<file path="config.mk">
export PLATFORM = sky130hd
export DESIGN_NAME = alif_param_serializer
export DESIGN_NICKNAME = d
export VERILOG_FILES = /design/src/rtl/alif_param_serializer.sv
export SDC_FILE = /design/constraint.sdc
export NUM_CORES = 1
export LEC_CHECK = 0
export CAP_MARGIN = 25
export CELL_PAD_IN_SITES_DETAIL_PLACEMENT = 1
export CELL_PAD_IN_SITES_GLOBAL_PLACEMENT = 1
export CORE_MARGIN = 2
export CORE_UTILIZATION = 44
export DETAILED_ROUTE_END_ITERATION = 6
export DONT_BUFFER_PORTS = 1
export PLACE_DENSITY = 0.81
export SLEW_MARGIN = 25
export SYNTH_ARGS = -nofsm -noshare
export SYNTH_HDL_FRONTEND = slang
export SYNTH_SLANG_ARGS = --single-unit
</file>
<file path="constraint.sdc">
create_clock -name clk -period 1.7 [get_ports clk]
set_input_delay 0.425 -clock clk [delete_from_list [all_inputs] [get_ports clk]]
set_output_delay 0.425 -clock clk [all_outputs]
set_load 0.03 [all_outputs]
</file>
<file path="src/rtl/alif_param_serializer.sv">
// Transmit side of the ALIF serial parameter-load link: snapshots the five loader fields and
// streams them MSB-first behind a one-cycle preamble, followed by a load_enable-low gap.
module alif_param_serializer #(
    parameter int FIELD_W    = 8,
    parameter int NUM_FIELDS = 5,
    parameter int GAP_CYCLES = 1
) (
    input  logic       clk,
    input  logic       reset_n,
    input  logic       enable,
    input  logic       start,
    input  logic       abort,
    input  logic [2:0] weight_a_in,
    input  logic [2:0] weight_b_in,
    input  logic [7:0] leak_rate_in,
    input  logic [7:0] threshold_min_in,
    input  logic [3:0] leak_cycles_in,
    output logic       serial_data_out,
    output logic       load_enable_out,
    output logic       busy,
    output logic       done,
    output logic       aborted
);

    localparam int FRAME_W = FIELD_W * NUM_FIELDS;
    localparam int GAP_W   = (GAP_CYCLES > 1) ? $clog2(GAP_CYCLES) : 1;

    typedef enum logic [1:0] {
        IDLE,
        PREAMBLE,
        SHIFT,
        GAP
    } state_t;

    state_t             state_reg, state_next;
    logic [2:0]         bit_cnt_reg, bit_cnt_next;
    logic [2:0]         field_cnt_reg, field_cnt_next;
    logic [GAP_W-1:0]   gap_cnt_reg, gap_cnt_next;
    logic [FRAME_W-1:0] shift_reg, shift_next;
    logic               abort_flag_reg, abort_flag_next;
    logic               serial_reg, serial_next;
    logic               load_en_reg, load_en_next;
    logic               busy_reg, busy_next;
    logic               done_reg, done_next;
    logic               aborted_reg, aborted_next;

    logic [FRAME_W-1:0] snapshot;
    logic               last_bit_of_field;
    logic               last_field;

    // Every field occupies a full slot on the wire, zero-extended on the left.
    assign snapshot = {5'b0, weight_a_in, 5'b0, weight_b_in, leak_rate_in,
                       threshold_min_in, 4'b0, leak_cycles_in};

    assign last_bit_of_field = (bit_cnt_reg == 3'(FIELD_W - 1));
    assign last_field        = (field_cnt_reg == 3'(NUM_FIELDS - 1));

    // Outputs are registered from the current state, so they trail the state by one cycle.
    always_comb begin
        state_next      = state_reg;
        bit_cnt_next    = bit_cnt_reg;
        field_cnt_next  = field_cnt_reg;
        gap_cnt_next    = gap_cnt_reg;
        shift_next      = shift_reg;
        abort_flag_next = abort_flag_reg;
        serial_next     = 1'b0;
        load_en_next    = 1'b0;
        busy_next       = 1'b0;
        done_next       = 1'b0;
        aborted_next    = 1'b0;

        case (state_reg)
            IDLE: begin
                if (start && !abort) begin
                    state_next      = PREAMBLE;
                    shift_next      = snapshot;
                    bit_cnt_next    = 3'd0;
                    field_cnt_next  = 3'd0;
                    gap_cnt_next    = '0;
                    abort_flag_next = 1'b0;
                end
            end
            PREAMBLE: begin
                busy_next    = 1'b1;
                load_en_next = 1'b1;
                if (abort) begin
                    state_next      = GAP;
                    abort_flag_next = 1'b1;
                end else begin
                    state_next = SHIFT;
                end
            end
            SHIFT: begin
                busy_next    = 1'b1;
                load_en_next = 1'b1;
                serial_next  = shift_reg[FRAME_W-1];
                shift_next   = {shift_reg[FRAME_W-2:0], 1'b0};
                bit_cnt_next = bit_cnt_reg + 3'd1;
                if (last_bit_of_field) begin
                    field_cnt_next = last_field ? 3'd0 : field_cnt_reg + 3'd1;
                end
                if (abort) begin
                    state_next      = GAP;
                    abort_flag_next = 1'b1;
                end else if (last_bit_of_field && last_field) begin
                    state_next = GAP;
                end
            end
            GAP: begin
                busy_next = 1'b1;
                if (gap_cnt_reg == GAP_W'(GAP_CYCLES - 1)) begin
                    done_next    = !abort_flag_reg;
                    aborted_next = abort_flag_reg;
                    gap_cnt_next = '0;
                    state_next   = IDLE;
                end else begin
                    gap_cnt_next = gap_cnt_reg + GAP_W'(1);
                end
            end
            default: state_next = IDLE;
        endcase
    end

    always_ff @(posedge clk or negedge reset_n) begin
        if (!reset_n) begin
            state_reg      <= IDLE;
            bit_cnt_reg    <= 3'd0;
            field_cnt_reg  <= 3'd0;
            gap_cnt_reg    <= '0;
            shift_reg      <= '0;
            abort_flag_reg <= 1'b0;
            serial_reg     <= 1'b0;
            load_en_reg    <= 1'b0;
            busy_reg       <= 1'b0;
            done_reg       <= 1'b0;
            aborted_reg    <= 1'b0;
        end else if (enable) begin
            state_reg      <= state_next;
            bit_cnt_reg    <= bit_cnt_next;
            field_cnt_reg  <= field_cnt_next;
            gap_cnt_reg    <= gap_cnt_next;
            shift_reg      <= shift_next;
            abort_flag_reg <= abort_flag_next;
            serial_reg     <= serial_next;
            load_en_reg    <= load_en_next;
            busy_reg       <= busy_next;
            done_reg       <= done_next;
            aborted_reg    <= aborted_next;
        end
    end

    assign serial_data_out = serial_reg;
    assign load_enable_out = load_en_reg;
    assign busy            = busy_reg;
    assign done            = done_reg;
    assign aborted         = aborted_reg;

endmodule

</file>
==> results of run 1 <==
==> power breakdown <==
| part | total [uW] | switching [uW] | internal [uW] |
|---|---|---|---|
| Combinational | 1630 | 844 | 785 |
| Sequential | 2250 | 424 | 1820 |
| Clock | 851 | 417 | 434 |
| Total | 4730 | 1690 | 3040 |
==> cell usage in the layout (no fill, tap or decap), types with 2 or more instances in the layout <==
| cell | instances |
|---|---|
| a21oi_1 | 3 |
| clkbuf_8 | 5 |
| buf_4 | 6 |
| ha_1 | 7 |
| nand3_1 | 4 |
| nand3b_1 | 2 |
| dfrtp_1 | 54 |
| o2bb2ai_1 | 2 |
| o211ai_1 | 2 |
| o21ai_1 | 29 |
| and3_1 | 2 |
| o21ai_0 | 2 |
| ha_2 | 2 |
| inv_1 | 6 |
| buf_12 | 2 |
| a22o_1 | 16 |
| mux2i_1 | 25 |
| nand2_1 | 36 |
==> through the flow <==
stage | worst slack, ps | util (%) | instance area, um^2 | total power [uW]
floorplan | 110.4 | - | 2474 | 3434
global placement | 165.6 | 46.66 | 2554 | 3718
detailed placement | 117.3 | 46.66 | 2554 | 3859
CTS | 64.26 | 48.63 | 2661 | 4735
global route | 6.579 | 49.57 | 2713 | 5118
finish | 80.48 | 49.57 | 2713 | 4728
==> per-layer routing <==
metal  up-vias  track usage [%]  part of all wire, %
met3         7            3.409                  2.3
li1        773                -                    -
met1       845            23.05                   46
met5         -                0                    0
met4         0            5.690                  1.5
met2        18            26.95                   51
==> what timing repair did <==
item | CTS | global route
gates resized for setup | 0 | 3
setup endpoints to repair | 0 | 12
hold endpoints to repair | 54 | 54
==> path summary, 6_finish.rpt <==
path                                     from               to  slack, ps  depth (start not counted)
worst min-delay path                   enable  serial_data_out        190                          1
worst min register to register  shift_reg[34]    shift_reg[34]        490                          2
worst max register to register   state_reg[1]    shift_reg[29]         80                          6
min in group asynchronous             reset_n  serial_data_out        630                          2
max in group asynchronous             reset_n   bit_cnt_reg[0]        840                          2
worst max-delay path             state_reg[1]    shift_reg[29]         80                          6
==> area by class of cell <==
| type | instances | area [um^2] | share of cell area, % |
|---|---|---|---|
| clock inverter | 2 | 38.79 | 1.430 |
| multi-input combinational | 144 | 1015 | 37.41 |
| timing repair buffer | 10 | 122.6 | 4.520 |
| sequential | 54 | 1351 | 49.82 |
| tap | 72 | 90.09 | 3.321 |
| clock buffer | 5 | 68.82 | 2.537 |
| inverter | 7 | 26.28 | 0.9686 |
==> cells by family after synthesis <==
logic type	count (synthesis)
and+or+nand+nor	49
buffers and inverters	22
AOI/OAI and AO/OA	59
adders and majority gates	9
DFF	54
muxes	27
==> flow_summary.ini, run 1 <==
[power]
cellPowerDensity_mw_per_mm2 = 1743
leakagePower_uw = 0.001227
ir_drop_mv = 0.6466

[yosys]
synth_compound_area_share_pct = 15.68
syn_area_per_cell_um2 = 11.24
yosys.area_share.xor_xnor_pct = 0
yosys.area.top_type = dfrtp_1
syn_nets = 260
synthAdderAreaFrac_pct = 4.552
synth_top_family_by_area = compound AO/OA/AOI/OAI gates
synth_seq_cells = 54
synthSimpleGateAreaFrac_pct = 9.054
ys_top_cells_by_count = dfrtp_1 (54), nand2_1 (36), o21ai_1 (29)
synth.distinct_cells = 30
yosysWarnings = 0
synth_area_mm2 = 0.002474
ys_async_sr_fraction_pct = 100.0
yosysSeqAreaShare_pct = 54.63
synth_area_leaders = dfrtp_1 (55%), mux2i_1 (10%), o21ai_1 (5.9%)
synth_top_flop_cell = dfrtp_1
post-synth-top-area-fraction_pct = 54.63
synthMuxAreaShare_pct = 11.03
synth_cells = 220
synth.most_common_cell = dfrtp_1
synth_edf_count = 0

[layout]
syn2layout_area_growth_pct = 9.661
nets = 262
fill_cells = 600
final_cells = 294
drive_gt1_share_pct = 10.36
largest_register_ff_count = 40
antenna_cells = 0

[floorplan]
rows = 27
io_pins = 36
die_width_um = 78.98
start_util_pct = 45.20
die_height_um = 78.98
dieArea_mm2 = 0.006238
coreArea_mm2 = 0.005473

[timing]
max_freq_mhz = 617.5
min_period_over_period_pct = 95.27
rsz0062_at_grt = false
fin_skew_ps = 10.67
setup_tns_ps = 0
worst_pin_slew_ps = 317.9
slew_headroom_pct = 78.81
finalSetupViolCount = 0
maxSlewViolCount = 0
hold_viol = 0
timing.final.crit_period_ps = 1620
hold_slack_ps = 193.2

[placed_design]
port-buffer-count = 0
hpwl_um = 3191
gp_congestion = 0.8257
dp.cells = 285

[setup_path]
critical_path_required_ps = 1900
cp-end-kind = flop
cpPeakStageDelay_ps = 440
path_buf_inv = 2
cp_cell_sequence = inv_1, ha_2, nand2_1, o21a_2, buf_12, a22o_1
path_class = reg -> reg
critPathLaunchType = flop
path_max_fanout = 59
cp.arrival_ps = 1820
critPathSlowestCell = dfrtp_1
path_delay_family = compound AO/OA/AOI/OAI gates

[clock_network]
cts.sinks = 54
cts_max_level = 2
clk_pin_slew_worst_paths_ps = 90
insertion_delay_ps = 310
cts-buffers-inserted = 5
max-clock-path-buffers = 2
post_cts_buffers = 0
cts-root-buf = clkbuf_8
cts_tree = yes

[hold_path]
hold_path_class = in -> reg

[grt]
grt_max_degree = 60
grt_pass1_vias = 1681
grt_pass1_wl_um = 8176
grt-ovfl-total = 0
antenna_found_initial = 0
track_usage_pct = 16.86

[flow_run]
max_cap_viol_count = 0

[drt]
wl_per_cell_um = 16.38
route.detailed.drc = 0
detail-route-antenna-nets = 0
routed_wl_um = 4816
dr.first_iter.drc_count = 98
first_pass_iters = 4
via_per_inst = 5.588
routed-via-count = 1643

[status]
status = complete, no violations
Note: power is estimated with default switching activity, not from simulation.
==> inputs of run 2 (changes only) <==
--- a/config.mk
+++ b/config.mk
@@ -8,11 +8,12 @@
 export CAP_MARGIN = 25
 export CELL_PAD_IN_SITES_DETAIL_PLACEMENT = 1
 export CELL_PAD_IN_SITES_GLOBAL_PLACEMENT = 1
+export CORE_ASPECT_RATIO = 0.6
 export CORE_MARGIN = 2
-export CORE_UTILIZATION = 44
+export CORE_UTILIZATION = 49
 export DETAILED_ROUTE_END_ITERATION = 6
 export DONT_BUFFER_PORTS = 1
-export PLACE_DENSITY = 0.81
+export PLACE_DENSITY = 0.84
 export SLEW_MARGIN = 25
 export SYNTH_ARGS = -nofsm -noshare
 export SYNTH_HDL_FRONTEND = slang
==> constraint.sdc (replaced) <==
create_clock -name clk -period 1.54 [get_ports clk]
set_input_delay 0.385 -clock clk [delete_from_list [all_inputs] [get_ports clk]]
set_output_delay 0.385 -clock clk [all_outputs]
set_load 0.03 [all_outputs]
==> run 2 against run 1 <==
Net effect: the flow now finishes with violations (negative hold slack, negative setup slack); global-route usage rose by 6.3 points; first-iteration DRC count decreased by 11%; clock-buffer cell count grew 1; largest cell class unchanged; largest power group is now combinational logic.
==> flow_summary.ini, run 2 (synthesized netlist as in run 1, its figures left out) <==
[timing]
setup_ws_ps = -92.47
timing.final.crit_period_ps = 1632
slew_headroom_pct = 76.03
hold_slack_ps = -242.9
maxSlewViolCount = 0
rsz0062_at_grt = true
max_freq_mhz = 612.6
min_period_over_period_pct = 106.0
worst_pin_slew_ps = 359.6
fin_skew_ps = 6.509
hold_viol = 54
finalSetupViolCount = 38

[floorplan]
start_util_pct = 52.55
die_height_um = 59.04
coreArea_mm2 = 0.004707
die_width_um = 95.73
rows = 19
io_pins = 36
dieArea_mm2 = 0.005651

[placed_design]
hpwl_um = 4114
port-buffer-count = 0
preCtsSetupSlack_ps = -84.50
gp_congestion = 0.8416
dp.cells = 285

[clock_network]
insertion_delay_ps = 310
cts.sinks = 54
cts-buffers-inserted = 5
cts_tree = yes
cts_max_level = 2
clk_pin_slew_worst_paths_ps = 100
max-clock-path-buffers = 2
cts-root-buf = clkbuf_8

[setup_path]
path_class = reg -> reg
r2r_end = state_reg[0]
critical_path_required_ps = 1770
path_delay_family = compound AO/OA/AOI/OAI gates
cpPeakStageDelay_ps = 440
path_buf_inv = 1
path_max_fanout = 4
critPathLaunchType = flop
cp_cell_sequence = buf_6, ha_4, nor2b_2, a221oi_4, o21ai_1, a21oi_1
r2r_cells = 6
critPathSlowestCell = dfrtp_1
cp.arrival_ps = 1860
rrSetupSlack_ps = -90
r2r-start = state_reg[1]
cp-end-kind = flop

[layout]
drive_gt1_share_pct = 24.79
nets = 281
largest_register_ff_count = 40
final_cells = 305
syn2layout_area_growth_pct = 22.41
layout_commonest_cell = dfrtp_1
antenna_cells = 0
multiInputGateArea_mm2 = 0.001112
ff_latch_area_mm2 = 0.001351
fill_cells = 475
mostFrequentLayoutCells = dfrtp_1 (54), nand2_1 (30), mux2i_1 (25), o21ai_1 (25), buf_4 (20)

[drt]
route.detailed.drc = 0
first_pass_iters = 4
via_per_inst = 6.066
routed_wl_um = 7543
detail-route-antenna-nets = 0
routed-via-count = 1850
dr.first_iter.drc_count = 87
wl_per_cell_um = 24.73

[grt]
grt_pass1_vias = 1959
grt_pass1_wl_um = 9777
track_usage_pct = 23.18
grt-ovfl-total = 0
grt_max_degree = 55
antenna_found_initial = 0

[power]
ir_drop_mv = 1.154
leakagePower_uw = 0.001366
cellPowerDensity_mw_per_mm2 = 2084

[status]
violations = negative hold slack, negative setup slack
status = finished with violations

[flow_run]
max_cap_viol_count = 0

[hold_path]
hold_path_class = in -> async
-- run 2: repair_timing --
item / 4_1_cts / 5_1_grt
pin swaps: 3 / 13
setup buffers: 4 / 4
cloned: 0 / 4
gates resized for setup: 3 / 21
endpoints found under the hold margin: 54 / 54
endpoints found under the setup margin: 20 / 33
-- run 2: where the power goes --
part           switching [uW]  leakage, uW  internal (uW)
Combinational            1360     0.000622           1390
Clock                     481    0.0000514            486
Sequential                575     0.000693           2020
Total                    2420      0.00137           3890
-- run 2: final cells by class --
type,count,share of cell area [%]
Clock buffer,6,2.397
Clock inverter,2,1.240
Inverter,7,0.8678
Multi-Input combinational cell,144,36.74
Sequential cell,54,44.63
Tap cell,63,2.603
Timing Repair Buffer,29,11.53
-- run 2: routing by layer --
| layer | global-route usage [%] | up-vias | part of all wire, % |
|---|---|---|---|
| li1 | - | 816 | - |
| met3 | 5.471 | 10 | 4.2 |
| met5 | 0 | - | 0 |
| met2 | 39.46 | 53 | 51 |
| met1 | 30.16 | 971 | 43 |
| met4 | 6.531 | 0 | 1.3 |
-- run 2: how the worst max path moves through the flow --
stage,startpoint,endpoint,slack (ps),cells past startpoint
floorplan,state_reg[0],bit_cnt_reg[1],6,8
global placement,bit_cnt_reg[0],state_reg[0],30,6
detailed placement,field_cnt_reg[0],state_reg[0],-80,6
CTS,state_reg[0],shift_reg[35],-30,7
global route,state_reg[1],state_reg[0],-160,6
finish,state_reg[1],state_reg[0],-90,6
-- run 2: worst reg2reg max path, cell delays in order, from the launching register on --
cell and delay, ps:
dfrtp_1 440, buf_6 150, ha_4 170, nor2b_2 170
a221oi_4 300, o21ai_1 130, a21oi_1 200
-- run 2: stage by stage --
stage / TNS, ps / util (%) / hold slack [ps] / power [uW] / instance area (um^2)
2_1_floorplan: 0 / - / 89.41 / 3872 / 2505
3_3_place_gp: 0 / 56.46 / 91.40 / 4292 / 2658
3_5_place_dp: -445.8 / 56.46 / 91.43 / 4602 / 2658
4_1_cts: -185.2 / 59.65 / -244.8 / 5646 / 2808
5_1_grt: -3617 / 64.33 / -268.0 / 6620 / 3028
6_report: -1286 / 64.33 / -242.9 / 6309 / 3028
